==> config.mk <==
export PLATFORM = sky130hd
export DESIGN_NAME = input_layer_loader
export DESIGN_NICKNAME = d
export VERILOG_FILES = /design/src/rtl/fl_nn_pkg.sv /design/src/rtl/fp32_sanitize.sv /design/src/rtl/input_layer_loader.sv
export SDC_FILE = /design/constraint.sdc
export NUM_CORES = 1
export LEC_CHECK = 0
export ABC_AREA = 1
export CAP_MARGIN = 40
export CORE_MARGIN = 1
export CORE_UTILIZATION = 39
export DETAILED_ROUTE_END_ITERATION = 8
export GPL_TIMING_DRIVEN = 0
export PLACE_DENSITY = 0.78
export SLEW_MARGIN = 20
export SYNTH_ARGS = -nofsm -noshare
export SYNTH_HDL_FRONTEND = slang
export SYNTH_SLANG_ARGS = --single-unit
==> constraint.sdc <==
create_clock -name clock -period 1.3 [get_ports clock]
set_clock_uncertainty 0.15 [all_clocks]
set_input_delay 0.26 -clock clock [delete_from_list [all_inputs] [get_ports clock]]
set_output_delay 0.26 -clock clock [all_outputs]
set_load 0.01 [all_outputs]
==> src/rtl/fl_nn_pkg.sv <==
// Shared types and FP32 field constants for the input-layer loader and its helpers.
package fl_nn_pkg;

    typedef enum logic [1:0] {
        IDLE  = 2'd0,
        LOAD  = 2'd1,
        FLUSH = 2'd2,
        VALID = 2'd3
    } loader_state_e;

    localparam int          FP_EXP_MSB  = 30;
    localparam int          FP_EXP_LSB  = 23;
    localparam logic [7:0]  FP_EXP_ALL1 = 8'hFF;
    localparam logic [31:0] FP_POS_ZERO = 32'h0000_0000;

    // An all-ones exponent encodes either infinity or NaN.
    function automatic logic fp32_is_special(input logic [31:0] word);
        return (word[FP_EXP_MSB:FP_EXP_LSB] == FP_EXP_ALL1);
    endfunction

endpackage

==> src/rtl/fp32_sanitize.sv <==
// Combinational Inf/NaN scrubber: replaces non-finite FP32 words with +0 and flags them.
module fp32_sanitize
    import fl_nn_pkg::*;
(
    input  logic [31:0] word,
    output logic [31:0] clean,
    output logic        special
);

    // Substitute +0 for Inf/NaN; everything else passes unchanged.
    always_comb begin
        special = fp32_is_special(word);
        if (special) begin
            clean = FP_POS_ZERO;
        end else begin
            clean = word;
        end
    end

endmodule

==> src/rtl/input_layer_loader.sv <==
// Steers a valid/ready sample stream into a bank of input neurons, one word per neuron.
// Optional build macro INPUT_SANITIZE_EN scrubs Inf/NaN words to +0 and sets a sticky flag.
module input_layer_loader
    import fl_nn_pkg::*;
#(
    parameter int NUM_INPUTS = 4,
    parameter int DATA_WIDTH = 32
) (
    input  logic                  clock,
    input  logic                  reset,
    input  logic                  start,
    input  logic                  in_valid,
    output logic                  in_ready,
    input  logic [DATA_WIDTH-1:0] in_data,
    output logic [NUM_INPUTS-1:0] neuron_enable,
    output logic [DATA_WIDTH-1:0] neuron_data,
    output logic                  layer_valid,
    input  logic                  layer_ack,
    output logic                  busy,
    output logic                  done,
    output logic                  sanitized
);

    localparam int                    IDX_W      = $clog2(NUM_INPUTS);
    localparam logic [IDX_W-1:0]      LAST_IDX   = IDX_W'(NUM_INPUTS - 1);
    localparam logic [IDX_W-1:0]      FIRST_IDX  = {IDX_W{1'b0}};
    localparam logic [NUM_INPUTS-1:0] ENABLE_LSB = {{(NUM_INPUTS-1){1'b0}}, 1'b1};

    loader_state_e           state_r;
    loader_state_e           next_state_s;
    logic [IDX_W-1:0]        idx_r;
    logic                    accept_s;
    logic [DATA_WIDTH-1:0]   word_clean_s;
    logic                    word_special_s;
    logic                    in_ready_r;
    logic [NUM_INPUTS-1:0]   neuron_enable_r;
    logic [DATA_WIDTH-1:0]   neuron_data_r;
    logic                    layer_valid_r;
    logic                    busy_r;
    logic                    done_r;
    logic                    sanitized_r;

`ifdef INPUT_SANITIZE_EN
    fp32_sanitize u_sanitize (
        .word    (in_data),
        .clean   (word_clean_s),
        .special (word_special_s)
    );
`else
    assign word_clean_s   = in_data;
    assign word_special_s = 1'b0;
`endif

    // Next-state decode; in_ready_r is already a registered LOAD decode, so accept has no comb path from in_valid to in_ready.
    always_comb begin
        next_state_s = state_r;
        accept_s     = in_valid & in_ready_r;
        case (state_r)
            IDLE: begin
                if (start) next_state_s = LOAD;
                else       next_state_s = IDLE;
            end
            LOAD: begin
                if (accept_s && (idx_r == LAST_IDX)) next_state_s = FLUSH;
                else                                 next_state_s = LOAD;
            end
            FLUSH:   next_state_s = VALID;
            VALID: begin
                if (layer_ack) next_state_s = IDLE;
                else           next_state_s = VALID;
            end
            default: next_state_s = IDLE;
        endcase
    end

    // State, index and all outputs; status outputs are registered from the next-state decode.
    always_ff @(posedge clock) begin
        if (reset) begin
            state_r         <= IDLE;
            idx_r           <= FIRST_IDX;
            in_ready_r      <= 1'b0;
            neuron_enable_r <= {NUM_INPUTS{1'b0}};
            neuron_data_r   <= {DATA_WIDTH{1'b0}};
            layer_valid_r   <= 1'b0;
            busy_r          <= 1'b0;
            done_r          <= 1'b0;
            sanitized_r     <= 1'b0;
        end else begin
            state_r       <= next_state_s;
            in_ready_r    <= (next_state_s == LOAD);
            layer_valid_r <= (next_state_s == VALID);
            busy_r        <= (next_state_s != IDLE);
            done_r        <= (state_r == VALID) && (next_state_s == IDLE);

            if (accept_s) begin
                neuron_data_r   <= word_clean_s;
                neuron_enable_r <= ENABLE_LSB << idx_r;
                if (idx_r == LAST_IDX) idx_r <= FIRST_IDX;
                else                   idx_r <= idx_r + IDX_W'(1);
            end else begin
                neuron_enable_r <= {NUM_INPUTS{1'b0}};
                if ((state_r == IDLE) && start) idx_r <= FIRST_IDX;
                else                            idx_r <= idx_r;
            end

            // Sticky until the next honoured start.
            if ((state_r == IDLE) && start)      sanitized_r <= 1'b0;
            else if (accept_s && word_special_s) sanitized_r <= 1'b1;
            else                                 sanitized_r <= sanitized_r;
        end
    end

    assign in_ready      = in_ready_r;
    assign neuron_enable = neuron_enable_r;
    assign neuron_data   = neuron_data_r;
    assign layer_valid   = layer_valid_r;
    assign busy          = busy_r;
    assign done          = done_r;
    assign sanitized     = sanitized_r;

endmodule

Word-level counts from Yosys, hierarchy flattened
Index checks and enable logic that the tools add are counted.
{ "word_totals": {"reg_bits": 44, "input_bits": 37, "out_inout_bits": 41, "wordCells": 33} }
{ "op_classes": {"n_addsub": 1, "n_eq_ne": 6, "n_shift": 1, "n_mux": 7, "bitwise_logic": 2, "reduce_logical": 8} }
{ "ops": {"columns": ["op", "n"], "rows": [
  ["2-to-1 mux 2 bit", 5],
  ["equality test 2 bit (second input constant)", 4],
  ["case mux 2 bit (4 select lines)", 1],
  ["equality test 2 x 1 -> 1 bit (second input constant)", 2],
  ["zero test 2 bit", 2],
  ["nonzero test 2 bit", 2],
  ["left shift 1 x 2 -> 4 bit (first input constant)", 1],
  ["logical AND 1 bit", 3],
  ["adder 2 x 1 -> 2 bit (second input constant)", 1],
  ["OR reduction 2 bit", 1],
  ["AND 1 bit", 1],
  ["2-to-1 mux 1 bit", 1],
  ["inverter 1 bit", 1]
]} }

Depth between registers and ports, before layout
Gate-level depths: netlist of run 1.
{ "logic_depth": {"depth_word": 6, "depth_mapped": 6, "ltp_nobuf": 6} }

Worst setup path before layout of run 1
Ideal clock, no wire load.
{ "synth_path": {"path_kind": "flip-flop to flip-flop", "start": "register in_ready_r, in the netlist in_ready", "end": "register neuron_data_r[21], in the netlist neuron_data[21]", "arrival_time_ns": 0.864, "required_time_ns": 1.034, "slack_ns": 0.170, "path_stages_with_launch": 5, "path_buffers": 1, "period_less_slack_ns": 1.130, "cell_sequence": "dfxtp_1 -> nand2_4 -> buf_6 -> o21ai_0 -> nor2_1"} }
{ "synth_via": {"elab_chain_cells": 1} }
{ "synth_lines": {"columns": ["item", "line_no", "source"], "rows": [
  ["from (decl)", "input_layer_loader.sv:35", "logic in_ready_r;"],
  ["from (signal assigned)", "input_layer_loader.sv:90", "in_ready_r <= (next_state_s == LOAD);"],
  ["AND 1 bit", "input_layer_loader.sv:57", "accept_s = in_valid & in_ready_r;"],
  ["to (signal assigned)", "input_layer_loader.sv:83", "neuron_data_r <= {DATA_WIDTH{1'b0}};"],
  ["to (signal assigned)", "input_layer_loader.sv:96", "neuron_data_r <= word_clean_s;"],
  ["to (decl)", "input_layer_loader.sv:37", "logic [DATA_WIDTH-1:0] neuron_data_r;"]
]} }
No other way between the ends.
A chain may end at the register's enable or synchronous reset.

Worst setup path after layout of run 1
{ "layout_path": {"start": "register busy_r, in the netlist busy", "end": "output busy"} }
{ "layout_lines": {"columns": ["item", "line_no", "source"], "rows": [
  ["from (decl)", "input_layer_loader.sv:39", "logic busy_r;"],
  ["from (signal assigned)", "input_layer_loader.sv:92", "busy_r <= (next_state_s != IDLE);"],
  ["to (decl)", "input_layer_loader.sv:19", "output logic busy,"]
]} }
No word-level cell between the ends.

==> impl_metrics.prom, run 1 <==
# TYPE chip_impl_metric gauge
chip_impl_metric{name="final_nets",unit=""} 315
chip_impl_metric{name="timing.max_cap.violations",unit=""} 0
chip_impl_info{name="start_kind",value="register"} 1
chip_impl_metric{name="die_w",unit="um"} 65.3
chip_impl_metric{name="final-seq-area",unit="um^2"} 883
chip_impl_metric{name="tns",unit="ps"} 0
chip_impl_metric{name="gr-usage-all-layers",unit=""} 0.171
chip_impl_metric{name="area_share_of_fa_ha_maj_cells_after_synthesis",unit=""} 0.00801
chip_impl_metric{name="layout_worst_path_cycle_share",unit=""} 0.974
chip_impl_metric{name="critical_path.max_fanout",unit=""} 1
chip_impl_metric{name="ctsLongestPathBuffers",unit=""} 2
chip_impl_metric{name="min_path_cells",unit=""} 4
chip_impl_metric{name="timing_max_transition_violations_final",unit=""} 0
chip_impl_metric{name="numCtsBuffers",unit=""} 5
chip_impl_metric{name="core_area",unit="um^2"} 3740
chip_impl_metric{name="yosys-mux-area-fraction",unit=""} 0
chip_impl_info{name="reg2reg_to",value="in_ready"} 1
chip_impl_info{name="rsz0062_at_grt",value="false"} 1
chip_impl_metric{name="cts_hold_repair.buffers",unit=""} 0
chip_impl_metric{name="synth_xor_xnor_area_share",unit=""} 0
chip_impl_metric{name="placedInstanceArea",unit="um^2"} 2380
chip_impl_metric{name="synth.yosys.seq_area_share",unit=""} 0.564
chip_impl_metric{name="clock.fmax",unit="MHz"} 789
chip_impl_metric{name="groute.layer.met1.usage",unit=""} 0.175
chip_impl_info{name="gr-max-usage-layer",value="met2"} 1
chip_impl_metric{name="wl",unit="um"} 3370
chip_impl_metric{name="groute.layer.met2.usage",unit=""} 0.327
chip_impl_metric{name="reg2reg_depth",unit=""} 6
chip_impl_info{name="crit-reg2reg-launch",value="idx_r[1]"} 1
chip_impl_info{name="criticalPathCategory",value="register to output port"} 1
chip_impl_info{name="tritoncts",value="built"} 1
chip_impl_info{name="worstSetupEndpointType",value="output port"} 1
chip_impl_info{name="hold_path_startpoint",value="in_valid"} 1
chip_impl_metric{name="vdd_drop_max",unit="V"} 0.000833
chip_impl_info{name="run_status",value="finished clean"} 1
chip_impl_metric{name="critPathRequiredTime",unit="ps"} 890
chip_impl_metric{name="filler_cell_count",unit=""} 379
chip_impl_info{name="timing.critical_path.cells",value="dlygate4sd2_1"} 1
chip_impl_metric{name="io-pin-count",unit=""} 78
chip_impl_metric{name="grt_pass1_wl",unit="um"} 5640
chip_impl_metric{name="place.gp.congestion",unit=""} 0.692
chip_impl_metric{name="remaining_number_of_nets_flagged_by_the_antenna_check_after_routing",unit=""} 0
chip_impl_info{name="hold_path_end",value="in_ready"} 1
chip_impl_info{name="cts_root_buf",value="clkbuf_8"} 1
chip_impl_metric{name="postSynthNetCount",unit=""} 229
chip_impl_metric{name="clk_pin_slew_worst_setup_hold_paths",unit="ps"} 80
chip_impl_info{name="critPathTopFamily",value="flip-flops"} 1
chip_impl_metric{name="leakagePower",unit="nW"} 1.05
chip_impl_metric{name="layout.core_utilization",unit=""} 0.640
chip_impl_metric{name="worst_skew_pair_latency",unit="ps"} 280
chip_impl_metric{name="final-hold-violation-count",unit=""} 0
chip_impl_metric{name="setup_viol",unit=""} 0
chip_impl_metric{name="critPathMaxStageDelay",unit="ps"} 300
chip_impl_metric{name="compound_cell_area_share_of_the_yosys_netlist",unit=""} 0.115
chip_impl_metric{name="die_area",unit="um^2"} 4260
chip_impl_metric{name="yosysWarningCount",unit=""} 0
chip_impl_metric{name="synth.cell_area",unit="um^2"} 1560
chip_impl_metric{name="final.min_clock_period",unit="ps"} 1270
chip_impl_info{name="worstHoldPathType",value="input port to register"} 1
chip_impl_metric{name="worst-path-buf-inv",unit=""} 1
chip_impl_metric{name="report.power.total",unit="mW"} 2.75
chip_impl_metric{name="placementRows",unit=""} 22
chip_impl_metric{name="power-per-cell-area",unit="nW/um^2"} 1150
chip_impl_metric{name="grt_antenna_before_repair",unit=""} 0
chip_impl_metric{name="vias",unit=""} 1428
chip_impl_metric{name="drc",unit=""} 0
chip_impl_info{name="largest_family_of_logic_cells_by_synthesized_area",value="simple AND/OR/NAND/NOR gates"} 1
chip_impl_metric{name="synth.avg_cell_area",unit="um^2"} 8.18
chip_impl_metric{name="postLayoutCellArea",unit="um^2"} 2400
chip_impl_metric{name="inserted_diodes",unit=""} 0
chip_impl_metric{name="share_of_synthesized_cell_area_in_and_or_nand_and_nor_gates",unit=""} 0.231
chip_impl_metric{name="start_util",unit=""} 0.417
chip_impl_metric{name="die_h",unit="um"} 65.3
chip_impl_metric{name="first_global_vias",unit=""} 1389
chip_impl_metric{name="dr.first_iter.drc_count",unit=""} 64
chip_impl_metric{name="htree_num_levels",unit=""} 2
chip_impl_metric{name="port-buffer-count",unit=""} 76
chip_impl_metric{name="clock_sinks",unit=""} 44
chip_impl_metric{name="multi_input_area",unit="um^2"} 561
chip_impl_metric{name="grt_overflow",unit=""} 0
chip_impl_metric{name="viasPerCell",unit=""} 4.38
chip_impl_metric{name="hpwl_after_detailed_placement",unit="um"} 2540
chip_impl_metric{name="postSynthCellCount",unit=""} 191
chip_impl_info{name="timing.critical_path.slowest_stage_cell",value="dfxtp_1"} 1
chip_impl_metric{name="detail_route.wl_per_cell",unit="um"} 10.3
chip_impl_metric{name="reg2reg_setup_slack",unit="ps"} 130
chip_impl_metric{name="post_route_cells_drive_above_1_share",unit=""} 0.180
chip_impl_metric{name="ys_seq_elements",unit=""} 44
chip_impl_metric{name="drtPass1Iterations",unit=""} 4
chip_impl_metric{name="syn_to_layout_area_delta",unit="%"} 53.3
chip_impl_metric{name="grtUsageMet3",unit=""} 0.0590
chip_impl_metric{name="grt_start_max_net_pins",unit=""} 14
chip_impl_metric{name="critical_path_arrival",unit="ps"} 860
chip_impl_metric{name="post_synth_num_cell_types",unit=""} 20
## metal layers
layer | wire length [um] | part of all wire | vias up
met3 | 233 | 0.069 | 0
met2 | 1710 | 0.51 | 45
met4 | 0 | 0 | 0
met5 | 0 | 0 | -
li1 | - | - | 773
met1 | 1430 | 0.42 | 610
## cell families after synthesis
logic type,after synthesis
and+or+nand+nor,91
DFF,44
AOI/OAI and AO/OA,36
buffers and inverters,18
adders and majority gates,1
other,1
## worst max-delay path by stage
stage,end,slack (ps),depth (start not counted),from
finish,busy,30,1,busy
global route,busy,0.2,1,busy
CTS,neuron_data[2],0.5,1,neuron_data[2]
detailed placement,neuron_data[1],-310,5,reset
global placement,neuron_data[5],-290,5,reset
floorplan,neuron_data[21],170,4,in_ready
## report_power, final
part | leakage [nW] | internal, mW | total, mW | switching [mW]
Clock | 0.0510 | 0.424 | 0.843 | 0.419
Sequential | 0.361 | 1.42 | 1.46 | 0.0382
Combinational | 0.643 | 0.243 | 0.446 | 0.203
## synthesized netlist by cell type, drive strengths merged
master  number  share of area
dfxtp       44           0.56
inv          8          0.022
and2         1         0.0040
conb         1         0.0024
nor2        72           0.17
nand2       13          0.036
ha           1         0.0080
buf          9          0.054
a21oi        1         0.0032
nand3        4          0.013
clkbuf       1         0.0032
nor3         1         0.0032
o21ai       35           0.11
## repair_timing
item,CTS,global route
setup endpoints to repair,46,57
gates resized for setup,56,57
pin swaps,0,1
buffers inserted,2,1
## registers in the layout, summed over array words and instances, names as in the netlist
register,cells
layer_valid,1
idx_r,2
state_r,2
in_ready,1
neuron_enable,4
busy,1
neuron_data,32
done,1
## cell type report
| cell class | instances | area share |
|---|---|---|
| sequential | 44 | 0.369 |
| buffer | 10 | 0.0376 |
| multi-input combinational | 129 | 0.234 |
| clock inverter | 2 | 0.00418 |
| timing repair buffer | 79 | 0.281 |
| clock buffer | 6 | 0.0345 |
| tap | 48 | 0.0251 |
| inverter | 8 | 0.0146 |
## metrics by stage
stage          std cells  worst slack, ps  hold WS (ps)
2_1_floorplan        191              170           182
3_3_place_gp         315             -292           312
3_5_place_dp         315             -313           317
4_1_cts              325            0.490           329
5_1_grt              326            0.223           334
6_report             326             33.3           300
## cell usage in the layout, fill, tap and decap left out, types with 2 or more instances in the layout
| cell type | Yosys | layout |
|---|---|---|
| buf_2 | 2 | 4 |
| buf_4 | 1 | 4 |
| buf_6 | 6 | 6 |
| clkbuf_2 | 1 | 21 |
| clkbuf_8 | 0 | 6 |
| clkdlybuf4s15_1 | 0 | 17 |
| clkdlybuf4s50_1 | 0 | 35 |
| clkinv_2 | 0 | 2 |
| dfxtp_1 | 44 | 42 |
| dfxtp_2 | 0 | 2 |
| inv_1 | 6 | 6 |
| nand2_1 | 12 | 12 |
| nand3_1 | 4 | 4 |
| nor2_1 | 71 | 71 |
| o21ai_0 | 20 | 14 |
| o21ai_1 | 15 | 20 |
Note: power is estimated with default switching activity, not from simulation.
==> run 2: changes to the inputs <==
Settings changed: MAX_ROUTING_LAYER from default to met4.
==> run 2 against run 1 <==
Hold slack improved by 0.90 ps. Utilization fell by 0.90 points. Die area did not move. Total power barely moved. Wire length rose by 0.77%. Global-route usage rose by 0.73 points. Register-to-register slack barely moved. Sequential share of layout area rose by 0.53 points. Cell count did not move. Combinational power fell by 1%. Sequential power barely moved.
==> impl_metrics.prom, run 2 (synthesis gave the netlist of run 1 again) <==
# TYPE chip_impl_metric gauge
chip_impl_info{name="final_common_cell",value="nor2_1"} 1
chip_impl_metric{name="report.power.total",unit="mW"} 2.75
chip_impl_metric{name="syn_to_layout_area_delta",unit="%"} 51.2
chip_impl_metric{name="detail_route.wl_per_cell",unit="um"} 10.4
chip_impl_metric{name="drtPass1Iterations",unit=""} 4
chip_impl_info{name="criticalPathCategory",value="register to output port"} 1
chip_impl_info{name="rsz0062_at_grt",value="false"} 1
chip_impl_metric{name="viasPerCell",unit=""} 4.39
chip_impl_metric{name="power-per-cell-area",unit="nW/um^2"} 1160
chip_impl_metric{name="clock_sinks",unit=""} 44
chip_impl_metric{name="whs",unit="ps"} 301
chip_impl_metric{name="final_nets",unit=""} 315
chip_impl_metric{name="final.min_clock_period",unit="ps"} 1260
chip_impl_metric{name="die_h",unit="um"} 65.3
chip_impl_metric{name="leakagePower",unit="nW"} 1.05
chip_impl_metric{name="critPathRequiredTime",unit="ps"} 890
chip_impl_metric{name="clock.fmax",unit="MHz"} 795
chip_impl_info{name="run_status",value="finished clean"} 1
chip_impl_metric{name="start_util",unit=""} 0.417
chip_impl_metric{name="port-buffer-count",unit=""} 76
chip_impl_info{name="worstHoldPathType",value="input port to register"} 1
chip_impl_metric{name="critical_path_arrival",unit="ps"} 850
chip_impl_metric{name="gr-usage-all-layers",unit=""} 0.179
chip_impl_info{name="timing.critical_path.cells",value="clkdlybuf4s15_1"} 1
chip_impl_metric{name="largest_register_ffs",unit=""} 32
chip_impl_info{name="timing.critical_path.slowest_stage_cell",value="dfxtp_1"} 1
chip_impl_info{name="critPathTopFamily",value="flip-flops"} 1
chip_impl_info{name="worstSetupEndpointType",value="output port"} 1
chip_impl_metric{name="setup_viol",unit=""} 0
chip_impl_metric{name="vdd_drop_max",unit="V"} 0.000833
chip_impl_metric{name="first_global_vias",unit=""} 1385
chip_impl_metric{name="io-pin-count",unit=""} 78
chip_impl_metric{name="hpwl_after_detailed_placement",unit="um"} 2540
chip_impl_metric{name="die_area",unit="um^2"} 4260
chip_impl_metric{name="layout_worst_path_cycle_share",unit=""} 0.968
chip_impl_metric{name="grt_start_max_net_pins",unit=""} 14
chip_impl_metric{name="grt_overflow",unit=""} 0
chip_impl_metric{name="wl",unit="um"} 3400
chip_impl_metric{name="ctsLongestPathBuffers",unit=""} 2
chip_impl_metric{name="critPathMaxStageDelay",unit="ps"} 330
chip_impl_info{name="cts_root_buf",value="clkbuf_8"} 1
chip_impl_metric{name="final_cells",unit=""} 326
chip_impl_metric{name="worst_skew_pair_latency",unit="ps"} 280
chip_impl_metric{name="placementRows",unit=""} 22
chip_impl_metric{name="dr.first_iter.drc_count",unit=""} 61
chip_impl_metric{name="timing_max_transition_violations_final",unit=""} 0
chip_impl_metric{name="cts_hold_repair.buffers",unit=""} 0
chip_impl_info{name="start_kind",value="register"} 1
chip_impl_metric{name="worst-path-buf-inv",unit=""} 1
chip_impl_metric{name="core_area",unit="um^2"} 3740
chip_impl_metric{name="grt_antenna_before_repair",unit=""} 0
chip_impl_metric{name="final-hold-violation-count",unit=""} 0
chip_impl_info{name="tritoncts",value="built"} 1
chip_impl_metric{name="place.gp.congestion",unit=""} 0.699
chip_impl_metric{name="clk_pin_slew_worst_setup_hold_paths",unit="ps"} 80
chip_impl_metric{name="remaining_number_of_nets_flagged_by_the_antenna_check_after_routing",unit=""} 0
chip_impl_metric{name="critical_path.max_fanout",unit=""} 2
chip_impl_metric{name="post_route_cells_drive_above_1_share",unit=""} 0.205
chip_impl_metric{name="vias",unit=""} 1432
chip_impl_info{name="final_cell_mix",value="71 x nor2_1, 42 x dfxtp_1, 35 x clkdlybuf4s50_1"} 1
chip_impl_metric{name="layout.core_utilization",unit=""} 0.631
chip_impl_metric{name="place_inst",unit=""} 315
chip_impl_metric{name="die_w",unit="um"} 65.3
chip_impl_metric{name="drc",unit=""} 0
chip_impl_metric{name="numCtsBuffers",unit=""} 5
chip_impl_metric{name="htree_num_levels",unit=""} 2
chip_impl_metric{name="grt_pass1_wl",unit="um"} 5660
chip_impl_metric{name="inserted_diodes",unit=""} 0
chip_impl_metric{name="timing.max_cap.violations",unit=""} 0
## run 2: final timing paths
kind                        start               end  slack, ps  cells after the start
hold reg to reg          idx_r[0]  neuron_enable[0]        310                      1
setup reg to reg         idx_r[1]          in_ready        130                      6
setup / recovery  neuron_data[13]   neuron_data[13]         40                      1
hold / removal           in_valid          in_ready        300                      4
## run 2: per-stage QoR
stage	TNS (ps)	area [um^2]	setup slack, ps
5_1_grt	0	2360	2.27
4_1_cts	0	2450	0.490
3_3_place_gp	-9980	2380	-292
2_1_floorplan	0	1560	170
3_5_place_dp	-10370	2380	-313
6_report	0	2360	42.2
## run 2: tightest hold or removal path, stage by stage
cell            delay (ps)
dlymetal6s2s_1         160
nand3_1                120
o21ai_2                 60
nor2_1                  90
## run 2: layout make-up
cell class / instances / area (um^2)
clock inverters: 2 / 10.0
clock buffers: 6 / 82.6
repair buffers: 79 / 641
plain buffers: 10 / 90.1
fillers: 384 / 1380
flip-flops and latches: 44 / 883
inverters: 8 / 35.0
multi-input cells: 129 / 561
well taps: 48 / 60.1
## run 2: repair_timing
action                                  in CTS  in global routing
endpoints found under the setup margin      46                 55
resized for setup                           56                 65
buffers inserted                             2                  1
cloned                                       0                  0
pin swaps                                    0                  1
## run 2: per-layer routing
| layer | global-route usage | part of all wire | vias up |
|---|---|---|---|
| met1 | 0.179 | 0.43 | 612 |
| met2 | 0.327 | 0.50 | 45 |
| met3 | 0.0764 | 0.069 | 2 |
| met5 | - | 0 | - |
| met4 | 0.0245 | 0.0035 | 0 |
| li1 | - | - | 773 |
## run 2: power by group
group / internal (mW) / total (mW) / switching [mW]
combinational: 0.237 / 0.440 / 0.203
clock: 0.424 / 0.847 / 0.423
sequential: 1.42 / 1.46 / 0.0384
==> run 3: changes to the inputs <==
--- a/config.mk
+++ b/config.mk
@@ -15,2 +15,3 @@
 export PLACE_DENSITY = 0.78
+export REMOVE_ABC_BUFFERS = 1
 export SLEW_MARGIN = 20
==> constraint.sdc (replaced) <==
create_clock -name clock -period 1.3 [get_ports clock]
set_clock_uncertainty 0.15 [all_clocks]
set_input_delay 0.13 -clock clock [delete_from_list [all_inputs] [get_ports clock]]
set_output_delay 0.13 -clock clock [all_outputs]
set_load 0.01 [all_outputs]
==> run 3 against run 2 <==
Utilization is 0.067 points higher. Clock power is 3.4% higher. Fmax is 0.15% lower. Hold slack worse by 27 ps. Sequential cell count stayed put. Clock-buffer cell count is 1 higher. Via count is 0.98% lower. Sequential share of layout area hardly changed. Total power is 0.40% higher. Critical path type is now input port to register. Critical endpoint is now neuron_data[30]. Highest routed layer unchanged.
==> impl_metrics.prom, run 3 (synthesis gave the netlist of run 1 again) <==
# TYPE chip_impl_metric gauge
chip_impl_metric{name="inserted_diodes",unit=""} 0
chip_impl_metric{name="layout_worst_path_cycle_share",unit=""} 0.969
chip_impl_metric{name="clock_sinks",unit=""} 44
chip_impl_info{name="worstSetupEndpointType",value="register"} 1
chip_impl_metric{name="final-seq-area",unit="um^2"} 883
chip_impl_metric{name="timing.max_cap.violations",unit=""} 0
chip_impl_metric{name="final.setup.worst_slack",unit="ps"} 40.3
chip_impl_metric{name="syn_to_layout_area_delta",unit="%"} 51.3
chip_impl_info{name="final_common_cell",value="nor2_1"} 1
chip_impl_metric{name="critical_path_arrival",unit="ps"} 1330
chip_impl_info{name="run_status",value="finished clean"} 1
chip_impl_metric{name="tns",unit="ps"} 0
chip_impl_metric{name="port-buffer-count",unit=""} 76
chip_impl_metric{name="setup_viol",unit=""} 0
chip_impl_metric{name="critPathRequiredTime",unit="ps"} 1370
chip_impl_info{name="criticalPathCategory",value="input port to register"} 1
chip_impl_metric{name="post_route_cells_drive_above_1_share",unit=""} 0.0492
chip_impl_metric{name="die_w",unit="um"} 65.3
chip_impl_metric{name="vdd_drop_max",unit="V"} 0.000594
chip_impl_metric{name="clock.fmax",unit="MHz"} 794
chip_impl_metric{name="htree_num_levels",unit=""} 2
chip_impl_metric{name="detail_route.wl_per_cell",unit="um"} 10.8
chip_impl_metric{name="power-per-cell-area",unit="nW/um^2"} 1170
chip_impl_metric{name="grt_antenna_before_repair",unit=""} 0
chip_impl_metric{name="place.gp.congestion",unit=""} 0.742
chip_impl_metric{name="largest_register_ffs",unit=""} 32
chip_impl_metric{name="timing_max_transition_violations_final",unit=""} 0
chip_impl_metric{name="ctsLongestPathBuffers",unit=""} 2
chip_impl_metric{name="grt_pass1_wl",unit="um"} 5660
chip_impl_metric{name="dr.first_iter.drc_count",unit=""} 92
chip_impl_metric{name="critical_path.max_fanout",unit=""} 36
chip_impl_metric{name="numCtsBuffers",unit=""} 5
chip_impl_metric{name="grt_overflow",unit=""} 0
chip_impl_metric{name="drc",unit=""} 0
chip_impl_metric{name="final-hold-violation-count",unit=""} 0
chip_impl_metric{name="multi_input_area",unit="um^2"} 566
chip_impl_metric{name="clk_pin_slew_worst_setup_hold_paths",unit="ps"} 80
chip_impl_metric{name="gr-usage-all-layers",unit=""} 0.181
chip_impl_metric{name="worst_skew_pair_latency",unit="ps"} 280
chip_impl_metric{name="die_h",unit="um"} 65.3
chip_impl_info{name="tritoncts",value="built"} 1
chip_impl_metric{name="filler_cell_count",unit=""} 347
chip_impl_info{name="rsz0062_at_grt",value="true"} 1
chip_impl_info{name="worstHoldPathType",value="input port to register"} 1
chip_impl_metric{name="vias",unit=""} 1418
chip_impl_metric{name="leakagePower",unit="nW"} 1.10
chip_impl_metric{name="remaining_number_of_nets_flagged_by_the_antenna_check_after_routing",unit=""} 0
chip_impl_metric{name="io-pin-count",unit=""} 78
chip_impl_metric{name="hpwl_after_detailed_placement",unit="um"} 2260
chip_impl_metric{name="wl",unit="um"} 3360
chip_impl_metric{name="final_nets",unit=""} 302
chip_impl_metric{name="core_area",unit="um^2"} 3740
chip_impl_info{name="final_cell_mix",value="71 x nor2_1, 42 x dfxtp_1, 40 x dlygate4sd2_1"} 1
chip_impl_info{name="start_kind",value="input port"} 1
chip_impl_metric{name="drtPass1Iterations",unit=""} 4
chip_impl_info{name="cts_root_buf",value="clkbuf_8"} 1
chip_impl_metric{name="grt_start_max_net_pins",unit=""} 38
chip_impl_metric{name="start_util",unit=""} 0.417
chip_impl_metric{name="reg2reg_setup_slack",unit="ps"} 120
chip_impl_metric{name="die_area",unit="um^2"} 4260
chip_impl_metric{name="final.min_clock_period",unit="ps"} 1260
chip_impl_metric{name="placementRows",unit=""} 22
chip_impl_metric{name="viasPerCell",unit=""} 4.54
chip_impl_metric{name="first_global_vias",unit=""} 1315
chip_impl_metric{name="place_ws",unit="ps"} -359
[run 3: changes by cell type in the layout (fill, tap and decap cells not counted), sizes merged]
cell | previous run | this run
buf | 14 | 0
clkbuf | 34 | 7
clkdlybuf4s15 | 11 | 0
clkdlybuf4s50 | 35 | 36
clkinv | 2 | 0
dlygate4sd2 | 0 | 40
dlymetal6s2s | 1 | 0
[run 3: cell type report]
class / instances / share of cell area
clock buffer: 7 / 0.0407
inverter: 8 / 0.0206
multi-input combinational: 129 / 0.239
sequential: 44 / 0.374
tap: 48 / 0.0254
timing repair buffer: 76 / 0.301
[run 3: critical path, cell delays in order]
cell,delay [ps]
clkdlybuf4s50_1,600
nand2_8,220
inv_16,180
nor2_1,50
nor2_1,120
[run 3: what timing repair did]
item / in CTS / in global routing
setup endpoints to repair: 73 / 39
setup buffers: 0 / 0
hold buffers: 0 / 0
resized for setup: 44 / 4
pin swaps: 0 / 1
[run 3: report_power, final]
part           switching, mW  internal (mW)
combinational          0.198          0.223
clock                  0.404          0.473
sequential            0.0395           1.42
total                  0.641           2.12
[run 3: worst paths after layout]
kind / startpoint / endpoint / cells past startpoint
min reg2reg: idx_r[0] / neuron_enable[2] / 1
max reg2reg: in_ready / neuron_data[30] / 4
max: in_valid / neuron_data[30] / 5
min: layer_ack / done / 3
[run 3: layer usage]
| metal | share of wire | global-route usage |
|---|---|---|
| met1 | 0.44 | 0.194 |
| met4 | 0.0086 | 0.0788 |
| met3 | 0.089 | 0.0538 |
| met2 | 0.46 | 0.309 |
| met5 | 0 | - |
[run 3: through the flow]
stage / std cells / hold WS [ps] / utilization / total power [mW] / cell area [um^2]
after floorplan: 181 / 52.4 / - / 1.68 / 1470
after global placement: 305 / 311 / 0.613 / 1.95 / 2290
after detailed placement: 305 / 319 / 0.613 / 1.96 / 2290
after CTS: 312 / 267 / 0.628 / 2.79 / 2350
after global routing: 312 / 301 / 0.632 / 2.92 / 2360
final: 312 / 274 / 0.632 / 2.76 / 2360
